[src/rtl/cdc_pkt_buffer_if.sv]
// Valid/ready word stream with end-of-packet marker.
// The master drives the data and the slave drives tready.
interface cdc_pkt_buffer_if #(
    parameter int DATA_W = 8
);
    logic [DATA_W-1:0] tdata;
    logic              tvalid;
    logic              tlast;
    logic              tready;

    modport master (output tdata, output tvalid, output tlast, input tready);
    modport slave  (input tdata, input tvalid, input tlast, output tready);
endinterface

[src/rtl/cdc_pkt_buffer.sv]
// Store-and-forward packet buffer feeding a CDC crossing: a packet becomes readable only
// once its last word is stored, and packets longer than DEPTH are discarded whole.
module cdc_pkt_buffer #(
    parameter int DATA_W = 8,
    parameter int DEPTH  = 16
) (
    input  logic                     clk,
    input  logic                     aresetn,
    cdc_pkt_buffer_if.slave          s,
    cdc_pkt_buffer_if.master         m,
    output logic [$clog2(DEPTH):0]   pkt_cnt,
    output logic [$clog2(DEPTH):0]   level,
    output logic                     drop
);
    localparam int AW = $clog2(DEPTH);
    localparam int PW = AW + 1;
    localparam logic [PW-1:0] DEPTH_P = PW'(DEPTH);

    typedef enum logic {ACCEPT, DISCARD} state_t;

    state_t            state_reg, state_next;
    logic [PW-1:0]     wr_ptr_reg, commit_ptr_reg, rd_ptr_reg;
    logic [PW-1:0]     pkt_cnt_reg;
    logic              drop_reg, drop_next;
    logic [DATA_W:0]   mem [DEPTH];

    logic [PW-1:0]     level_w, uncommitted;
    logic              s_ready, wr_en, rd_en, overflow;
    logic              m_valid;
    logic [DATA_W:0]   rd_word;

    assign level_w     = wr_ptr_reg - rd_ptr_reg;
    assign uncommitted = wr_ptr_reg - commit_ptr_reg;
    assign m_valid     = (rd_ptr_reg != commit_ptr_reg);
    assign rd_word     = mem[rd_ptr_reg[AW-1:0]];
    assign rd_en       = m_valid && m.tready;

    always_comb begin
        state_next = state_reg;
        s_ready    = 1'b0;
        overflow   = 1'b0;
        drop_next  = 1'b0;
        wr_en      = 1'b0;
        case (state_reg)
            ACCEPT: begin
                s_ready = (level_w != DEPTH_P);
                wr_en   = s.tvalid && s_ready;
                // Memory filled by a single unterminated packet: it can never commit.
                if (uncommitted == DEPTH_P) begin
                    overflow   = 1'b1;
                    state_next = DISCARD;
                end
            end
            DISCARD: begin
                s_ready = 1'b1;
                if (s.tvalid && s.tlast) begin
                    drop_next  = 1'b1;
                    state_next = ACCEPT;
                end
            end
            default: state_next = ACCEPT;
        endcase
    end

    always_ff @(posedge clk or negedge aresetn) begin
        if (!aresetn) begin
            state_reg      <= ACCEPT;
            wr_ptr_reg     <= '0;
            commit_ptr_reg <= '0;
            rd_ptr_reg     <= '0;
            pkt_cnt_reg    <= '0;
            drop_reg       <= 1'b0;
        end else begin
            state_reg <= state_next;
            drop_reg  <= drop_next;
            if (overflow) begin
                wr_ptr_reg <= commit_ptr_reg;
            end else if (wr_en) begin
                wr_ptr_reg <= wr_ptr_reg + 1'b1;
            end
            if (wr_en && s.tlast) begin
                commit_ptr_reg <= wr_ptr_reg + 1'b1;
            end
            if (rd_en) begin
                rd_ptr_reg <= rd_ptr_reg + 1'b1;
            end
            case ({wr_en && s.tlast, rd_en && rd_word[DATA_W]})
                2'b10:   pkt_cnt_reg <= pkt_cnt_reg + 1'b1;
                2'b01:   pkt_cnt_reg <= pkt_cnt_reg - 1'b1;
                default: pkt_cnt_reg <= pkt_cnt_reg;
            endcase
        end
    end

    always_ff @(posedge clk) begin
        if (wr_en) begin
            mem[wr_ptr_reg[AW-1:0]] <= {s.tlast, s.tdata};
        end
    end

    assign s.tready = s_ready;
    assign m.tvalid = m_valid;
    assign m.tdata  = rd_word[DATA_W-1:0];
    assign m.tlast  = rd_word[DATA_W];
    assign pkt_cnt  = pkt_cnt_reg;
    assign level    = level_w;
    assign drop     = drop_reg;
endmodule

[src/flat_wrapper.sv]
// flat-port wrapper written by rule: the top's interface ports become plain ports
module cdc_pkt_buffer_flat 
#(
    parameter int DATA_W = 8,
    parameter int DEPTH  = 16
)
  (clk, aresetn, pkt_cnt, level, drop, s_tdata, s_tvalid, s_tlast, s_tready, m_tdata, m_tvalid, m_tlast, m_tready);
  cdc_pkt_buffer_if #(.DATA_W(DATA_W)) s_i ();
  cdc_pkt_buffer_if #(.DATA_W(DATA_W)) m_i ();
  input  logic clk;
  input  logic aresetn;
  output logic [$clog2(DEPTH):0] pkt_cnt;
  output logic [$clog2(DEPTH):0] level;
  output logic drop;
  input wire logic [$bits(s_i.tdata)-1:0] s_tdata;
  input wire logic [$bits(s_i.tvalid)-1:0] s_tvalid;
  input wire logic [$bits(s_i.tlast)-1:0] s_tlast;
  output wire logic [$bits(s_i.tready)-1:0] s_tready;
  output wire logic [$bits(m_i.tdata)-1:0] m_tdata;
  output wire logic [$bits(m_i.tvalid)-1:0] m_tvalid;
  output wire logic [$bits(m_i.tlast)-1:0] m_tlast;
  input wire logic [$bits(m_i.tready)-1:0] m_tready;
  assign s_i.tdata = s_tdata;
  assign s_i.tvalid = s_tvalid;
  assign s_i.tlast = s_tlast;
  assign s_tready = s_i.tready;
  assign m_tdata = m_i.tdata;
  assign m_tvalid = m_i.tvalid;
  assign m_tlast = m_i.tlast;
  assign m_i.tready = m_tready;
  cdc_pkt_buffer #(.DATA_W(DATA_W), .DEPTH(DEPTH)) u_core (.clk(clk), .aresetn(aresetn), .s(s_i), .m(m_i), .pkt_cnt(pkt_cnt), .level(level), .drop(drop));
endmodule
[config.mk]
export PLATFORM = sky130hd
export DESIGN_NAME = cdc_pkt_buffer_flat
export DESIGN_NICKNAME = d
export VERILOG_FILES = /design/src/rtl/cdc_pkt_buffer_if.sv /design/src/rtl/cdc_pkt_buffer.sv /design/src/flat_wrapper.sv
export SDC_FILE = /design/constraint.sdc
export NUM_CORES = 1
export LEC_CHECK = 0
export BUFFER_PORTS_ARGS = -buffer_cell sky130_fd_sc_hd__buf_2
export CORE_MARGIN = 4
export CORE_UTILIZATION = 55
export DETAILED_ROUTE_END_ITERATION = 12
export PLACE_DENSITY = 0.75
export SETUP_SLACK_MARGIN = 0.3
export SKIP_CTS_REPAIR_TIMING = 1
export SLEW_MARGIN = 30
export SYNTH_ARGS = -nofsm -noshare
export SYNTH_HDL_FRONTEND = slang
export SYNTH_SLANG_ARGS = --single-unit
[constraint.sdc]
create_clock -name clk -period 8.4 [get_ports clk]
set_clock_uncertainty 0.1 [all_clocks]
set_input_delay 0.42 -clock clk [delete_from_list [all_inputs] [get_ports clk]]
set_output_delay 0.42 -clock clk [all_outputs]
set_load 0.02 [all_outputs]
==> results.md <==
- The die is roughly 120 µm tall.
- The max-slew headroom at the worst pin is a little over a third.
- The sequential fraction of design power is a little over a third.
- The via count of the first global-routing pass is roughly 4000.
- The wire length per cell after detailed routing is 22.09 µm.
- The worst setup path is of the flop to flop kind.
- The number of violations reported at the end of detailed-routing iteration 0 is approximately 440.
- The total area inside the core boundary comes to 0.01267 mm².
- The run finished with clean final reports.
- The post-detailed-placement half-perimeter wirelength is 9035 µm.
- The element type at the critical path start is a flop.
- The number of nets in the final layout is 498.
- The global-route wire length before repair is approximately 23000 µm.
- The arrival time reported for the critical path endpoint is 4440 ps.
- The TritonCTS clock tree is done.
- The worst setup path is captured at a flop.
- The count of final hold-check violations is 0.
- Of the total power, the clock network draws 23.0%.
- The fraction of synthesized cell area taken by the top area cell type is between 60% and 70%.
- Compared with the post-synthesis result, the final layout area differs by 12.72%.
- Counting the buffers created by CTS gives 17.
- Counting flops with a built-in enable in the synthesized netlist gives roughly 140.
- Global routing used about a fifth of the available tracks.
- The type of the worst min-delay path is input port to flop.
- The synthesized area is 0.007142 mm².
- The maximum level of the CTS H-tree is 4.
- The number of nets in the synthesized netlist is roughly 460.
- The count of buffers from port buffering is 34.
- The final estimated routing congestion in global placement is 0.8528.
- The cell total after placement is 618.
- Derived from the worst setup path, the maximum achievable clock frequency is around 240 MHz.
- The number of vias per cell is between 5 and 6.
- The clock reaches the later pin of the worst-skew pair after around 420 ps.
- The total number of yosys warnings is 0.
- Summed over all cells, the static leakage comes to ~2.9 nW.
- VDD sags by at most between 0.15 and 0.2 mV.
- The tool flagged a number of max-cap violations equal to 0.
- The first detailed-routing pass took 4 iterations.
- The most instantiated flip-flop cell in the synthesis netlist is edfxtp_1.
- The clock-pin slew of the registers on the worst-case setup and hold paths is 60 ps.
- The die is 122.0 µm wide.
- The initial core utilization is between 50% and 60%.
- Counting I/O delays and the setup requirement, the final critical path takes 4232 ps.
- Combinational logic burns approximately two fifths of the power.
- Yosys attributes the largest share of cell area to edfxtp_1 61%, mux4_2 11%, dfrtp_1 7.7%.
- The floorplan step defined a die boundary enclosing between 0.01 and 0.015 mm².
- The slowest stage of the critical path is the buf_4 cell.
- The sequential element share of the synthesized area is between 60% and 70%.
- The number of sinks handled by clock tree synthesis is 166.
- Net switching is a little under two fifths of the power.
- The total overflow left after global routing is 0.
- The remaining design rule violation count is 0.
- The signal on the critical path passes through buf_4, ha_1, fa_1, nand2b_1, a21oi_1, xnor2_1, a31oi_4, nand2_2, ha_1, inv_1, fa_1, inv_1, a21o_1, a21oi_1, xnor2_1, nor2_1, xor2_1.
- The maximum count of clock buffers along a single path is 2.
- The detail route stage leaves a number of antenna-violating nets equal to 0.
- The share of final-layout standard cells stronger than drive strength 1 is between 20% and 30%.
- The internal power consumption is ~2 mW.
- Along the worst path, the maximum fanout reaches 41.
- The number of diodes added for antenna fixing is 0.
- The number of distinct standard cells referenced by the synthesized netlist is 43.
- The per-instance average area after synthesis is 16.73 µm².
- The flip-flop count of the largest register, all copies and words added is about 140.
- The number of instances in the synthesized netlist is approximately 430.
- Once layout is complete, the cells apart from fillers number between 600 and 700.
- The register bit count reported by yosys is around 170.
- The final layout contains routed wiring with a total length of between 10000 and 15000 µm.
- Detailed routing inserted a total of 3778 vias.
- Setup repair after global routing left no endpoint under its margin.
- The switching power is approximately 1.2 mW.
- The period utilization is approximately 50%.
- The setup TNS is 0 ps.
- The worst-margin pin slew is around 960 ps.
- The power per cell area is slightly below 400 mW/mm².
- The total count of max-transition violations in the final report is 0.
- In the post-synthesis netlist, the cell with the most instances is edfxtp_1.
- Entering global routing, the biggest net connects 42 pins.
- After filler insertion, the fill cell instance count of the layout stands at slightly above 900.
- The number of antenna violations at the first check in global routing is 0.
- For this run, the slowest stage of the critical path takes 590 ps.
- After synthesis, the most frequently instantiated cells are 144 x edfxtp_1, 51 x nand2_1, 36 x mux4_2.
- The I/O pin total is 35.
- STA puts the critical path data required time at ~8600 ps.
- The root cell of the clock tree is clkbuf_16.
- In the synthesized netlist the async set-or-reset flop fraction comes to between 10% and 20%.
- The number of rows created at floorplan is approximately 40.
- The dominant cell type by area after synthesis is edfxtp_1.
- Setup violations remaining at the end of the flow were counted as 0.
[metal layers]
layer | track usage [%] | part of all wire, % | up-vias
met3 | 4.457 | 6.8 | 13
met1 | 29.26 | 42 | 1928
li1 | - | - | 1709
met4 | 7.423 | 1.2 | 0
met5 | 0 | 0 | -
met2 | 33.01 | 51 | 128
[final cells by class]
type                    instances  area, µm²  area share (%)
flip-flops and latches        166       4876           60.57
clock inverters                14      127.6           1.585
repair buffers                 40      217.7           2.704
clock buffers                  18      429.2           5.331
multi-input cells             225       2125           26.39
well taps                     172      215.2           2.673
inverters                      16      60.06          0.7460
[worst paths after layout]
check | from | endpoint | slack (ps) | depth (start not counted)
worst min-delay path | s_tvalid | u_core.drop$_DFF_PN0_ | 210 | 2
worst max-delay path | u_core.rd_ptr_reg[0]$_DFFE_PN0P_ | u_core.pkt_cnt[4]$_DFFE_PN0P_ | 4170 | 17
worst max register to register | u_core.rd_ptr_reg[0]$_DFFE_PN0P_ | u_core.pkt_cnt[4]$_DFFE_PN0P_ | 4170 | 17
min in group asynchronous | aresetn | u_core.drop$_DFF_PN0_ | 400 | 2
max in group asynchronous | aresetn | u_core.rd_ptr_reg[0]$_DFFE_PN0P_ | 7420 | 2
worst min register to register | u_core.pkt_cnt[4]$_DFFE_PN0P_ | u_core.pkt_cnt[4]$_DFFE_PN0P_ | 370 | 1
[layout by cell type (no fill, tap or decap), types with 3 or more instances in the layout]
cell,netlist,layout
buf_4,5,5
nor2_1,11,10
o21ai_1,5,5
nand3_1,3,3
inv_1,14,14
ha_1,17,17
edfxtp_1,144,144
nor3_1,7,5
mux2_1,3,3
xor2_1,10,10
clkinv_4,0,4
a31oi_1,10,10
clkinv_2,0,3
clkbuf_16,0,17
buf_2,2,34
xnor2_1,14,14
nand2b_1,6,6
nand2_1,51,51
and3_1,17,17
a21oi_1,4,4
mux4_2,36,36
a21o_1,3,3
mux2i_1,3,3
o21ai_0,3,3
dfrtp_1,22,21
[logic make-up after synthesis]
kind of cell             Yosys count  synth area share [%]
XOR/XNOR                          25                 3.171
flip-flops                       166                 68.26
AND/OR/NAND/NOR                  106                 6.990
AO/OA/AOI/OAI                     33                 3.504
multiplexers                      42                 12.25
buffers and inverters             36                 2.295
adder cells (fa/ha/maj)           19                 3.539
[power by group through the flow]
stage,Combinational (mW),Clock [mW],Sequential (mW)
after floorplan,0.994,0,1.11
after global placement,1.27,0,1.14
after detailed placement,1.31,0,1.15
after CTS,1.32,0.736,1.14
after global routing,1.43,0.776,1.15
final,1.30,0.730,1.14
[metrics by stage]
stage | util [%] | area [µm²] | hold slack [ps] | power [mW] | setup WS (ps)
3_5_place_dp | 58.97 | 7472 | 320.4 | 2.462 | 4163
6_report | 63.53 | 8050 | 205.5 | 3.175 | 4168
4_1_cts | 63.37 | 8029 | -127.1 | 3.191 | 4172
3_3_place_gp | 58.97 | 7472 | 321.9 | 2.414 | 4302
2_1_floorplan | - | 7142 | 24.41 | 2.107 | 4786
5_1_grt | 63.53 | 8050 | 213.1 | 3.355 | 3809
[critical path: cells and delay by family, from the launching register on]
kind                     cells  cell delay, ps
flip-flops                   1             340
XOR/XNOR                     3             720
adder cells (fa/ha/maj)      4            1170
AO/OA/AOI/OAI                4             540
AND/OR/NAND/NOR              3             430
buffers and inverters        3             770
Note: power is estimated with default switching activity, not from simulation.
